<file path="src/rtl/mem_stage.sv">
// Memory-access pipeline stage: holds one instruction, issues its data-RAM request,
// waits for the read data and presents the result to write-back and forwarding.
module mem_stage (
  input  logic        clk,
  input  logic        rst,
  input  logic        exe_valid,
  input  logic [31:0] exe_pc,
  input  logic [4:0]  exe_rd,
  input  logic        exe_ref_we,
  input  logic        exe_res_from_dram,
  input  logic        exe_dram_re,
  input  logic        exe_dram_we,
  input  logic [31:0] exe_alu_result,
  input  logic [31:0] exe_dram_wdata,
  input  logic [1:0]  exe_rdram_num,
  input  logic [1:0]  exe_wdram_num,
  input  logic        exe_rdram_need_zero_extend,
  input  logic        exe_rdram_need_signed_extend,
  output logic        mem_allowin,
  output logic        data_sram_req,
  output logic        data_sram_wr,
  output logic [3:0]  data_sram_wstrb,
  output logic [31:0] data_sram_addr,
  output logic [31:0] data_sram_wdata,
  input  logic        data_sram_addr_ok,
  input  logic        data_sram_data_ok,
  input  logic [31:0] data_sram_rdata,
  output logic        ms_to_ws_valid,
  output logic [31:0] ws_pc,
  output logic [4:0]  ws_rd,
  output logic        ws_we,
  output logic [31:0] ws_wdata,
  input  logic        wb_allowin,
  output logic [4:0]  ms_fwd_rd,
  output logic [31:0] ms_fwd_data,
  output logic        ms_fwd_busy,
  output logic [1:0]  dbg_state
);

  typedef enum logic [1:0] {IDLE, REQ, WAIT, DONE} state_t;

  state_t      state, state_nxt;
  logic [31:0] pc_r, alu_r, sdata_r, rbuf;
  logic [4:0]  rd_r;
  logic [1:0]  rnum_r, wnum_r;
  logic        ref_we_r, from_dram_r, re_r, we_r, zext_r, sext_r;
  logic        accept;
  logic [7:0]  ld_byte;
  logic [15:0] ld_half;
  logic [31:0] ld_ext;

  // Handshakes: a transfer happens on a cycle where valid and ready are both high
  // (exe_valid/mem_allowin, data_sram_req/addr_ok, ms_to_ws_valid/wb_allowin);
  // data_ok is a single-cycle response that only counts while in WAIT.
  assign accept = exe_valid & mem_allowin;

  always_ff @(posedge clk) begin
    if (rst) begin
      state       <= IDLE;
      pc_r        <= '0;
      rd_r        <= '0;
      ref_we_r    <= 1'b0;
      from_dram_r <= 1'b0;
      re_r        <= 1'b0;
      we_r        <= 1'b0;
      alu_r       <= '0;
      sdata_r     <= '0;
      rnum_r      <= '0;
      wnum_r      <= '0;
      zext_r      <= 1'b0;
      sext_r      <= 1'b0;
      rbuf        <= '0;
    end else begin
      state <= state_nxt;
      if (accept) begin
        pc_r        <= exe_pc;
        rd_r        <= exe_rd;
        ref_we_r    <= exe_ref_we;
        from_dram_r <= exe_res_from_dram;
        re_r        <= exe_dram_re;
        we_r        <= exe_dram_we;
        alu_r       <= exe_alu_result;
        sdata_r     <= exe_dram_wdata;
        rnum_r      <= exe_rdram_num;
        wnum_r      <= exe_wdram_num;
        zext_r      <= exe_rdram_need_zero_extend;
        sext_r      <= exe_rdram_need_signed_extend;
      end
      if (state == WAIT && data_sram_data_ok) rbuf <= data_sram_rdata;
    end
  end

  always_comb begin
    state_nxt   = state;
    mem_allowin = (state == IDLE) | ((state == DONE) & wb_allowin);
    case (state)
      IDLE: if (exe_valid) state_nxt = (exe_dram_re | exe_dram_we) ? REQ : DONE;
      REQ:  if (data_sram_addr_ok) state_nxt = WAIT;
      WAIT: if (data_sram_data_ok) state_nxt = DONE;
      DONE: begin
        if (wb_allowin) begin
          if (exe_valid) state_nxt = (exe_dram_re | exe_dram_we) ? REQ : DONE;
          else           state_nxt = IDLE;
        end
      end
      default: state_nxt = IDLE;
    endcase
  end

  // Store lane enables and replicated write data; loads never write.
  always_comb begin
    data_sram_wstrb = 4'b0000;
    data_sram_wdata = sdata_r;
    if (we_r) begin
      case (wnum_r)
        2'b00: begin
          data_sram_wstrb = 4'b0001 << alu_r[1:0];
          data_sram_wdata = {4{sdata_r[7:0]}};
        end
        2'b01: begin
          data_sram_wstrb = alu_r[1] ? 4'b1100 : 4'b0011;
          data_sram_wdata = {2{sdata_r[15:0]}};
        end
        default: data_sram_wstrb = 4'b1111;
      endcase
    end
  end

  // Signed extension wins when both extension flags are set.
  always_comb begin
    ld_byte = rbuf[{alu_r[1:0], 3'b000} +: 8];
    ld_half = alu_r[1] ? rbuf[31:16] : rbuf[15:0];
    ld_ext  = rbuf;
    case (rnum_r)
      2'b00: begin
        case ({sext_r, zext_r})
          2'b10, 2'b11: ld_ext = {{24{ld_byte[7]}}, ld_byte};
          default:      ld_ext = {24'b0, ld_byte};
        endcase
      end
      2'b01: begin
        case ({sext_r, zext_r})
          2'b10, 2'b11: ld_ext = {{16{ld_half[15]}}, ld_half};
          default:      ld_ext = {16'b0, ld_half};
        endcase
      end
      default: ld_ext = rbuf;
    endcase
  end

  assign data_sram_req  = (state == REQ) & (re_r | we_r);
  assign data_sram_wr   = we_r;
  assign data_sram_addr = alu_r;
  assign ms_to_ws_valid = (state == DONE);
  assign ws_pc          = pc_r;
  assign ws_rd          = rd_r;
  assign ws_we          = ref_we_r;
  assign ws_wdata       = from_dram_r ? ld_ext : alu_r;
  assign ms_fwd_rd      = ((state != IDLE) && ref_we_r && (rd_r != 5'd0)) ? rd_r : 5'd0;
  assign ms_fwd_data    = ws_wdata;
  assign ms_fwd_busy    = (state != IDLE) & from_dram_r & (state != DONE);
  assign dbg_state      = state;

endmodule

</file>
<file path="config.mk">
export PLATFORM = sky130hd
export DESIGN_NAME = mem_stage
export DESIGN_NICKNAME = d
export VERILOG_FILES = /design/src/rtl/mem_stage.sv
export SDC_FILE = /design/constraint.sdc
export NUM_CORES = 1
export LEC_CHECK = 0
export ABC_AREA = 1
export BUFFER_PORTS_ARGS = -buffer_cell sky130_fd_sc_hd__buf_2
export CAP_MARGIN = 20
export CELL_PAD_IN_SITES_DETAIL_PLACEMENT = 0
export CELL_PAD_IN_SITES_GLOBAL_PLACEMENT = 2
export CORE_UTILIZATION = 25
export CTS_CLUSTER_DIAMETER = 60
export DETAILED_ROUTE_END_ITERATION = 8
export PLACE_DENSITY_LB_ADDON = 0.1
export SKIP_CTS_REPAIR_TIMING = 1
export SLEW_MARGIN = 30
export SYNTH_ARGS = -nofsm -noshare
export SYNTH_HDL_FRONTEND = slang
export SYNTH_SLANG_ARGS = --single-unit
</file>
<file path="constraint.sdc">
create_clock -name clk -period 3.5 [get_ports clk]
set_input_delay 0.35 -clock clk [delete_from_list [all_inputs] [get_ports clk]]
set_output_delay 0.35 -clock clk [all_outputs]
set_load 0.005 [all_outputs]
</file>
# Word level (Yosys, flattened, before mapping)
# Index checks and enable logic that the tools add are counted.
# op_classes
add_sub_neg,0
n_mul,0
div,0
magnitude_cmp,0
eq_ne,12
shift,2
mux,18
n_bitwise,8
reduce_logical,10
# ops
operator,count
two-way mux 32 bit,4
one-hot mux 32 bit (2 select lines),2
indexed part select 32 x 6 -> 8 bit,1
two-way mux 16 bit,1
two-way mux 2 bit,6
"equality test 2 bit, second input constant",4
two-way mux 4 bit,2
"!= test 2 bit, second input constant",4
one-hot mux 2 bit (4 select lines),1
one-hot mux 4 bit (2 select lines),1
"equality test 2 x 1 -> 1 bit, second input constant",3
zero test 2 bit,3
AND 1 bit,5
two-way mux 5 bit,1
nonzero test 5 bit,1
AND reduction 4 bit,1
"left shift 1 x 2 -> 4 bit, first input constant",1
logical AND 1 bit,3
bitwise OR 1 bit,3
"!= test 2 x 1 -> 1 bit, second input constant",1
nonzero test 2 bit,1
OR reduction 2 bit,1
# word_totals
register_bits,145
latch_bits,0
mem_bits_rw,0
mem_bits_ro,0
in_bits,149
out_inout_bits,182
word_cells,64
mem_count,0

# Depth between registers and ports, before layout
# Gate-level depths: netlist of the first run.
# depth
depth_word,5
depth_mapped,11
ltp_nobuf,9

# Worst setup path after synthesis of the first run
# No wires, ideal clock.
# synth_timing
path_kind,register -> output
start,register rnum_r[0]
end,output ws_wdata[21]
arrival_ns,1.335
required_time_ns,3.150
slack_ns,1.815
stages_incl_launch_ff,11
path_buffers,3
path_cell_list,dfxtp_1 > buf_6 > inv_4 > nand2_2 > nor2_4 > nand2_2 > nand3_2 > nand2_4 > buf_6 > a21oi_2 > buf_4
# synth_between
elab_chain_len,3
word_cells_on_any_way,4
# synth_lines
item,line,text
start: declaration,45,"logic [1:0] rnum_r, wnum_r;"
start signal: assignment,84,rnum_r <= exe_rdram_num;
equality test 2 x 1 -> 1 bit or zero test 2 bit (tied branches),134,case (rnum_r)
one-hot mux 32 bit (2 select lines) *,134,
two-way mux 32 bit *,158,assign ws_wdata = from_dram_r ? ld_ext : alu_r;
end: declaration,32,"output logic [31:0] ws_wdata,"
# Mark *: on every way between the ends. The rest lies on a longest branch, timed or not.

# Worst setup path in the final report of the first run
# layout_timing
start,register from_dram_r
end,output ms_fwd_data[18]
# layout_between
elab_chain_len,1
# layout_lines
item,line,text
start: declaration,46,"logic ref_we_r, from_dram_r, re_r, we_r, zext_r, sext_r;"
start signal: assignment,79,from_dram_r <= exe_res_from_dram;
two-way mux 32 bit,158,
end: declaration,35,"output logic [31:0] ms_fwd_data,"
# No other way between the ends.

==> metrics.yaml, run 1 <==
synth:
  synthCells: 973
  post-synth-top-count-cell: "nor2_1"
  yosys.area_share.simple_pct: 21.3
  muxShareOfSynthArea_pct: 0
  ys_top_cells_by_area: "dfxtp_1 (42%), nor2_1 (11%), a21oi_1 (8.3%), o21ai_0 (7.1%), nand2_1 (7.1%)"
  yosys.area_share.xor_xnor_pct: 0
  async_flop_share_pct: 0
  synth_ff_type: "dfxtp_1"
  ys_top_cells_by_count: "nor2_1 (192), dfxtp_1 (144), nand2_1 (129)"
  ys_ff_latch: 144
  synthAdderAreaFrac_pct: 0
  synth_top_family_by_area: "compound AO/OA/AOI/OAI gates"
  syn-mean-instance-area_sq_um: 7.01
  syn_area_sq_um: 6820
  synth_top_cell_by_area: "dfxtp_1"
  yosysSeqAreaShare_pct: 42.3
  ys_warn_count: 0
  yosysUniqueCellTypes: 30
  synth_edf_count: 0
  synth_compound_area_share_pct: 23.0
  syn_nets: 1122
  synth_top_cell_area_share_pct: 42.3
hold_path:
  hold_class: "in2reg"
detailed_routing:
  drcViolationCount: 0
  drt_iter0_drc: 376
  wl_met3_microns: 2030
  wl_per_cell_microns: 16.3
  routed.top_layer: "met5"
  wl_met1_microns: 11100
  wl_microns: 25800
  num_vias: 7112
  dr_wl_met2_microns: 12500
  vias_per_cell: 4.49
  drtAntennaViolNets: 0
  first_pass_iters: 4
critical_path:
  cp-end-kind: "output port"
  arrival_ns: 2.46
  crit_required_ns: 3.15
  setup.worst_path.class: "reg2out"
  cp-start-kind: "flop"
  max_stage_delay_ns: 0.64
  critPathMaxFanout: 27
  slowest_stage: "inv_1"
  worstPathCellList: "buf_4 > inv_1 > buf_4 > a21oi_1 > a21oi_1 > buf_2"
placement:
  placed_area_sq_um: 8320
  hpwlAfterDp_microns: 18600
  io_buffers: 329
  routabilityCongestion: 0.761
die:
  die_x_microns: 167
  rows: 60
  io_pins: 331
  fp.dieArea_sq_um: 27900
  core_area_sq_um: 26900
  fp.dieH_microns: 167
  start_util_pct: 25.4
cells_and_area:
  fin_area_sq_um: 8980
  nNetsFinal: 1377
  drive_above_1_share_pct: 32.4
  syn_to_final_growth_pct: 31.7
  nFillCells: 3094
flow_run:
  drv_cap: 0
sta:
  hold_viol_final: 0
  tightest_slew_ns: 0.816
  final.period_utilization_pct: 80.2
  rsz0062_at_grt: "false"
  setup_violations: 0
  slew_viol_final: 0
  setup_tns_ns: 0
  holdWs_ns: 0.157
  clock_skew_ns: 0.0108
  slew_headroom_pct: 45.5
  finalCriticalPeriod_ns: 2.81
  timing.fmax_mhz: 356
pwr:
  leakagePower_nw: 4.33
  total_power_w: 0.00633
  peakVddDrop_uv: 270
  powerDensity_nw_per_um2: 704
grt:
  grt_start_max_net_pins: 140
  grt_first_pass_wirelength_microns: 40100
  antenna_found_initial: 8
  grt_remaining_overflow: 0
  grt_pass1_vias: 6997
  grtUsageTotal_pct: 18.6
clock_tree:
  insertion_delay_ns: 0.42
  cts_tree: "done"
  root_buffer: "clkbuf_16"
  path_clk_slew_ns: 0.07
  cts_made_buffers: 17
  cts_max_level: 4
  clkSinkCount: 144
  clockBufferDepth: 2
status:
  status: "completed"
[metal layers]
metal	GRT usage [%]	up-vias
li1	-	3654
met1	21.8	3237
met2	31.9	194
met3	7.26	19
met4	3.95	8
met5	0	-
[per-stage QoR]
| step | setup WS [ns] | utilization, % | std cells |
|---|---|---|---|
| floorplan | 1.82 | - | 973 |
| detailed placement | 1.10 | 31.0 | 1550 |
| finish | 0.694 | 33.4 | 1585 |
| global placement | 1.08 | 31.0 | 1550 |
| global route | 0.419 | 33.4 | 1581 |
| CTS | 0.636 | 33.4 | 1580 |
[flip-flops by register name, indices dropped and copies added, names as in the netlist, 2 cells and up]
name            cells
sdata_r            32
data_sram_addr     32
ws_pc              32
ws_rd               5
dbg_state           2
wnum_r              2
rnum_r              2
rbuf               32
[placed cells by master (no fill, tap or decap), types with 12 or more instances in the layout]
cell / n
nand2_1: 128
o21ai_1: 70
buf_2: 329
clkbuf_16: 17
dfxtp_1: 143
buf_4: 12
nor2_1: 192
a21oi_1: 113
nand3_1: 27
o21ai_0: 97
inv_1: 54
[cells by family (layout without fill, tap and decap cells)]
| logic type | after synthesis | after routing |
|---|---|---|
| other | 0 | 5 |
| flip-flops | 144 | 144 |
| buffers and inverters | 165 | 431 |
| AND/OR/NAND/NOR | 362 | 362 |
| AO/OA/AOI/OAI | 302 | 302 |
[where the power goes]
part	total [W]	internal [W]	switching, W
sequential	0.00217	0.00195	0.000216
clock	0.00206	0.00129	0.000776
combinational	0.00209	0.000824	0.00127
total	0.00633	0.00406	0.00226
[critical path: cells and delay by family (launching register included)]
kind,cells,cell delay [ns]
AOI/OAI and AO/OA,2,0.35
buffers and inverters,4,1.38
DFF,1,0.29
[layout make-up]
type | instances | area (sq um) | share of cell area, %
clock buffer | 18 | 439 | 4.89
antenna | 5 | 12.5 | 0.139
clock inverter | 12 | 206 | 2.30
tap | 341 | 427 | 4.75
multi-input combinational | 664 | 3030 | 33.7
timing repair buffer | 342 | 1760 | 19.6
inverter | 59 | 228 | 2.54
sequential | 144 | 2880 | 32.1
[worst paths after layout]
check                             startpoint               to  slack [ns]  cells past startpoint
worst min-delay path              exe_pc[11]        ws_pc[11]        0.16                      3
worst min register to register       rbuf[5]          rbuf[5]        0.47                      2
worst max-delay path             from_dram_r  ms_fwd_data[18]        0.69                      6
worst max register to register  dbg_state[1]      sdata_r[29]        1.45                      8
Note: power is estimated with default switching activity, not from simulation.
==> run 2, diff against run 1 <==
--- a/config.mk
+++ b/config.mk
@@ -5,12 +5,12 @@
 export SDC_FILE = /design/constraint.sdc
 export NUM_CORES = 1
 export LEC_CHECK = 0
-export ABC_AREA = 1
+export ABC_AREA = 0
 export BUFFER_PORTS_ARGS = -buffer_cell sky130_fd_sc_hd__buf_2
 export CAP_MARGIN = 20
 export CELL_PAD_IN_SITES_DETAIL_PLACEMENT = 0
 export CELL_PAD_IN_SITES_GLOBAL_PLACEMENT = 2
-export CORE_UTILIZATION = 25
+export CORE_UTILIZATION = 22
 export CTS_CLUSTER_DIAMETER = 60
 export DETAILED_ROUTE_END_ITERATION = 8
 export PLACE_DENSITY_LB_ADDON = 0.1
==> constraint.sdc (replaced) <==
create_clock -name clk -period 2.37 [get_ports clk]
set_input_delay 0.237 -clock clk [delete_from_list [all_inputs] [get_ports clk]]
set_output_delay 0.237 -clock clk [all_outputs]
set_load 0.005 [all_outputs]
==> metrics.yaml, run 2 <==
synth:
  synth_top_cell_area_share_pct: 41.8  # was 42.3%
  synth_top_cell_by_area: "dfxtp_1"  # unchanged
  async_flop_share_pct: 0  # unchanged
  synth_edf_count: 0  # unchanged
  synth_ff_type: "dfxtp_1"  # unchanged
  syn_area_sq_um: 6900  # was 6820 sq um
  ys_ff_latch: 144  # unchanged
  yosysSeqAreaShare_pct: 41.8  # was 42.3%
  ys_top_cells_by_area: "dfxtp_1 (42%), nand2_1 (17%), a21oi_1 (12%), buf_4 (5.5%), mux2_2 (2.8%)"  # was dfxtp_1 (42%), nor2_1 (11%), a21oi_1 (8.3%), o21ai_0 (7.1%), nand2_1 (7.1%)
  ys_warn_count: 0  # unchanged
  synthCells: 927  # was 973
  syn-mean-instance-area_sq_um: 7.44  # was 7.01 sq um
  yosysUniqueCellTypes: 40  # was 30
  syn_nets: 1076  # was 1122
  post-synth-top-count-cell: "nand2_1"  # was nor2_1
  ys_top_cells_by_count: "nand2_1 (313), a21oi_1 (164), dfxtp_1 (144)"  # was nor2_1 (192), dfxtp_1 (144), nand2_1 (129)
detailed_routing:
  drtAntennaViolNets: 0  # unchanged
  dr_wl_met2_microns: 12700  # was 12500 microns
  routed.top_layer: "met5"  # unchanged
  wl_met3_microns: 2250  # was 2030 microns
  wl_met1_microns: 11600  # was 11100 microns
  wl_per_cell_microns: 16.9  # was 16.3 microns
  drt_iter0_drc: 325  # was 376
  drcViolationCount: 74  # was 0
  wl_microns: 26800  # was 25800 microns
  num_vias: 6931  # was 7112
  vias_per_cell: 4.36  # was 4.49
  first_pass_iters: 6  # was 4
critical_path:
  r2r.worst_path.cells: 5  # was 8
  r2r_start: "dbg_state[0]"  # was dbg_state[1]
  arrival_ns: 2.01  # was 2.46 ns
  rrSetupSlack_ns: 0.51  # was 1.45 ns
  crit_required_ns: 2.13  # was 3.15 ns
  critPathMaxFanout: 16  # was 27
  setup.worst_path.class: "reg2out"  # unchanged
  cp-start-kind: "flop"  # unchanged
  r2r_end: "data_sram_addr[1]"  # was sdata_r[29]
  cp-end-kind: "output port"  # unchanged
die:
  fp.dieH_microns: 179  # was 167 microns
  die_x_microns: 179  # was 167 microns
  rows: 64  # was 60
  io_pins: 331  # unchanged
  core_area_sq_um: 30700  # was 26900 sq um
  fp.dieArea_sq_um: 32100  # was 27900 sq um
  start_util_pct: 22.4  # was 25.4%
cells_and_area:
  mostFrequentLayoutCell: "buf_2"  # unchanged
  nNetsFinal: 1328  # was 1377
  nFillCells: 3501  # was 3094
  multi_input_area_sq_um: 3400  # was 3030 sq um
  syn_to_final_growth_pct: 33.9  # was 31.7%
  final_cell_mix: "buf_2 (328), nand2_1 (313), a21oi_1 (162), dfxtp_1 (139), o21ai_0 (27)"  # was buf_2 (329), nor2_1 (192), dfxtp_1 (143), nand2_1 (128), a21oi_1 (113)
  drive_above_1_share_pct: 36.2  # was 32.4%
  fin_area_sq_um: 9240  # was 8980 sq um
  utilization_pct: 30.1  # was 33.4%
  register_area_sq_um: 2890  # was 2880 sq um
sta:
  setup_violations: 0  # unchanged
  hold_viol_final: 0  # unchanged
  timing.fmax_mhz: 444
  tightest_slew_ns: 0.779  # was 0.816 ns
  setup_tns_ns: 0  # unchanged
  slew_headroom_pct: 48.1  # was 45.5%
  finalCriticalPeriod_ns: 2.25
  holdWs_ns: 0.0381  # was 0.157 ns
  layout_setup_ws_ns: 0.119  # was 0.694 ns
  final.period_utilization_pct: 95.0
  slew_viol_final: 0  # unchanged
  clock_skew_ns: 0.0177  # was 0.0108 ns
pwr:
  comb_power_share_pct: 19.6  # was 33.1%
  peakVddDrop_uv: 393  # was 270 uV
  p_sw_w: 0.00207  # was 0.00226 W
  pwr-share-seq_pct: 40.0  # was 34.3%
  clkPwrFrac_pct: 40.5  # was 32.6%
  power.internal_w: 0.00479  # was 0.00406 W
  leakagePower_nw: 4.02  # was 4.33 nW
  sw_frac_of_total_pct: 30.1  # was 35.8%
  powerDensity_nw_per_um2: 742  # was 704 nW/um^2
status:
  violations: "DRC"
  status: "complete, but fails checks"  # was completed
grt:
  grt_pass1_vias: 6617  # was 6997
  antenna_found_initial: 2  # was 8
  grt_first_pass_wirelength_microns: 39300  # was 40100 microns
  grtUsageTotal_pct: 16.4  # was 18.6%
  grt_remaining_overflow: 0  # unchanged
  grt_start_max_net_pins: 145  # was 140
placement:
  placed_area_sq_um: 8560  # was 8320 sq um
  routabilityCongestion: 0.727  # was 0.761
  hpwlAfterDp_microns: 18700  # was 18600 microns
  io_buffers: 329  # unchanged
  place_ws_ns: 0.312  # was 1.10 ns
clock_tree:
  cts_tree: "done"  # unchanged
  root_buffer: "clkbuf_16"  # unchanged
  cts_max_level: 4  # unchanged
  path_clk_slew_ns: 0.08  # was 0.07 ns
  cts_made_buffers: 17  # unchanged
  insertion_delay_ns: 0.44  # was 0.42 ns
  clkSinkCount: 144  # unchanged
  clockBufferDepth: 2  # unchanged
hold_path:
  holdPathEnd: "rbuf[11]"  # was ws_pc[11]
  hold_path_depth: 3  # unchanged
  hold_class: "in2reg"  # unchanged
  hold_start: "data_sram_rdata[11]"  # was exe_pc[11]
flow_run:
  drv_cap: 0  # unchanged
run 2: cell types whose count changed in the layout (fill, tap and decap cells not counted), sizes merged, moves of 8 or more:
| cell | change |
|---|---|
| nand2b | +12 |
| inv | -57 |
| nor2 | -175 |
| nand3 | -11 |
| mux2i | +14 |
| nand3b | +8 |
| o21ai | -139 |
| a21oi | +51 |
| mux2 | +19 |
| nand2 | +179 |
| and2 | +9 |
| a211oi | +12 |
run 2: layout make-up:
class / count / share of cell area [%]
Clock buffer: 20 / 4.94
Antenna cell: 1 / 0.0271
Multi-Input combinational cell: 665 / 36.8
Tap cell: 396 / 5.36
Sequential cell: 144 / 31.3
Inverter: 3 / 0.122
Timing Repair Buffer: 348 / 20.1
Clock inverter: 12 / 1.46
run 2: worst max-delay path: stages, from the launching register on:
cell     delay, ns
dfxtp_2       0.37
mux2_4        0.32
a22oi_2       0.20
and3_1        0.24
buf_8         0.20
a21oi_1       0.12
buf_2         0.15
run 2: worst max-delay path by stage:
stage                                 start               to  cells past startpoint
after floorplan           data_sram_addr[1]     ws_wdata[10]                      6
after global routing      data_sram_addr[1]      ws_wdata[2]                      6
final                     data_sram_addr[1]  ms_fwd_data[31]                      6
after detailed placement          rnum_r[1]  ms_fwd_data[18]                      6
after CTS                         rnum_r[1]  ms_fwd_data[18]                      6
after global placement            rnum_r[1]     ws_wdata[18]                      6
run 2: kinds of logic after synthesis:
| kind of cell | count (synthesis) | share of synthesized area, % |
|---|---|---|
| buffers and inverters | 118 | 10.1 |
| and+or+nand+nor | 394 | 23.8 |
| DFF | 144 | 41.8 |
| AOI/OAI and AO/OA | 237 | 18.9 |
| muxes | 33 | 5.24 |
| xor gates and xnor gates | 1 | 0.127 |
run 2: per-stage QoR:
stage / power [W] / instances
after global placement: 0.00415 / 1555
final: 0.00686 / 1589
after floorplan: 0.00360 / 927
after CTS: 0.00699 / 1587
after global routing: 0.00727 / 1588
after detailed placement: 0.00416 / 1555
run 2: metal layers:
layer  GRT usage (%)  vias up
met5               0        -
met4            3.85        2
met3            5.70       12
met2            26.9      220
met1            20.3     3154
li1                -     3543
run 2: power by group through the flow:
stage	clock network (W)	logic (W)	registers, W
final	0.00278	0.00134	0.00274
after detailed placement	0	0.00136	0.00280
after global placement	0	0.00136	0.00280
after CTS	0.00288	0.00136	0.00274
after floorplan	0	0.000853	0.00275
after global routing	0.00298	0.00153	0.00277
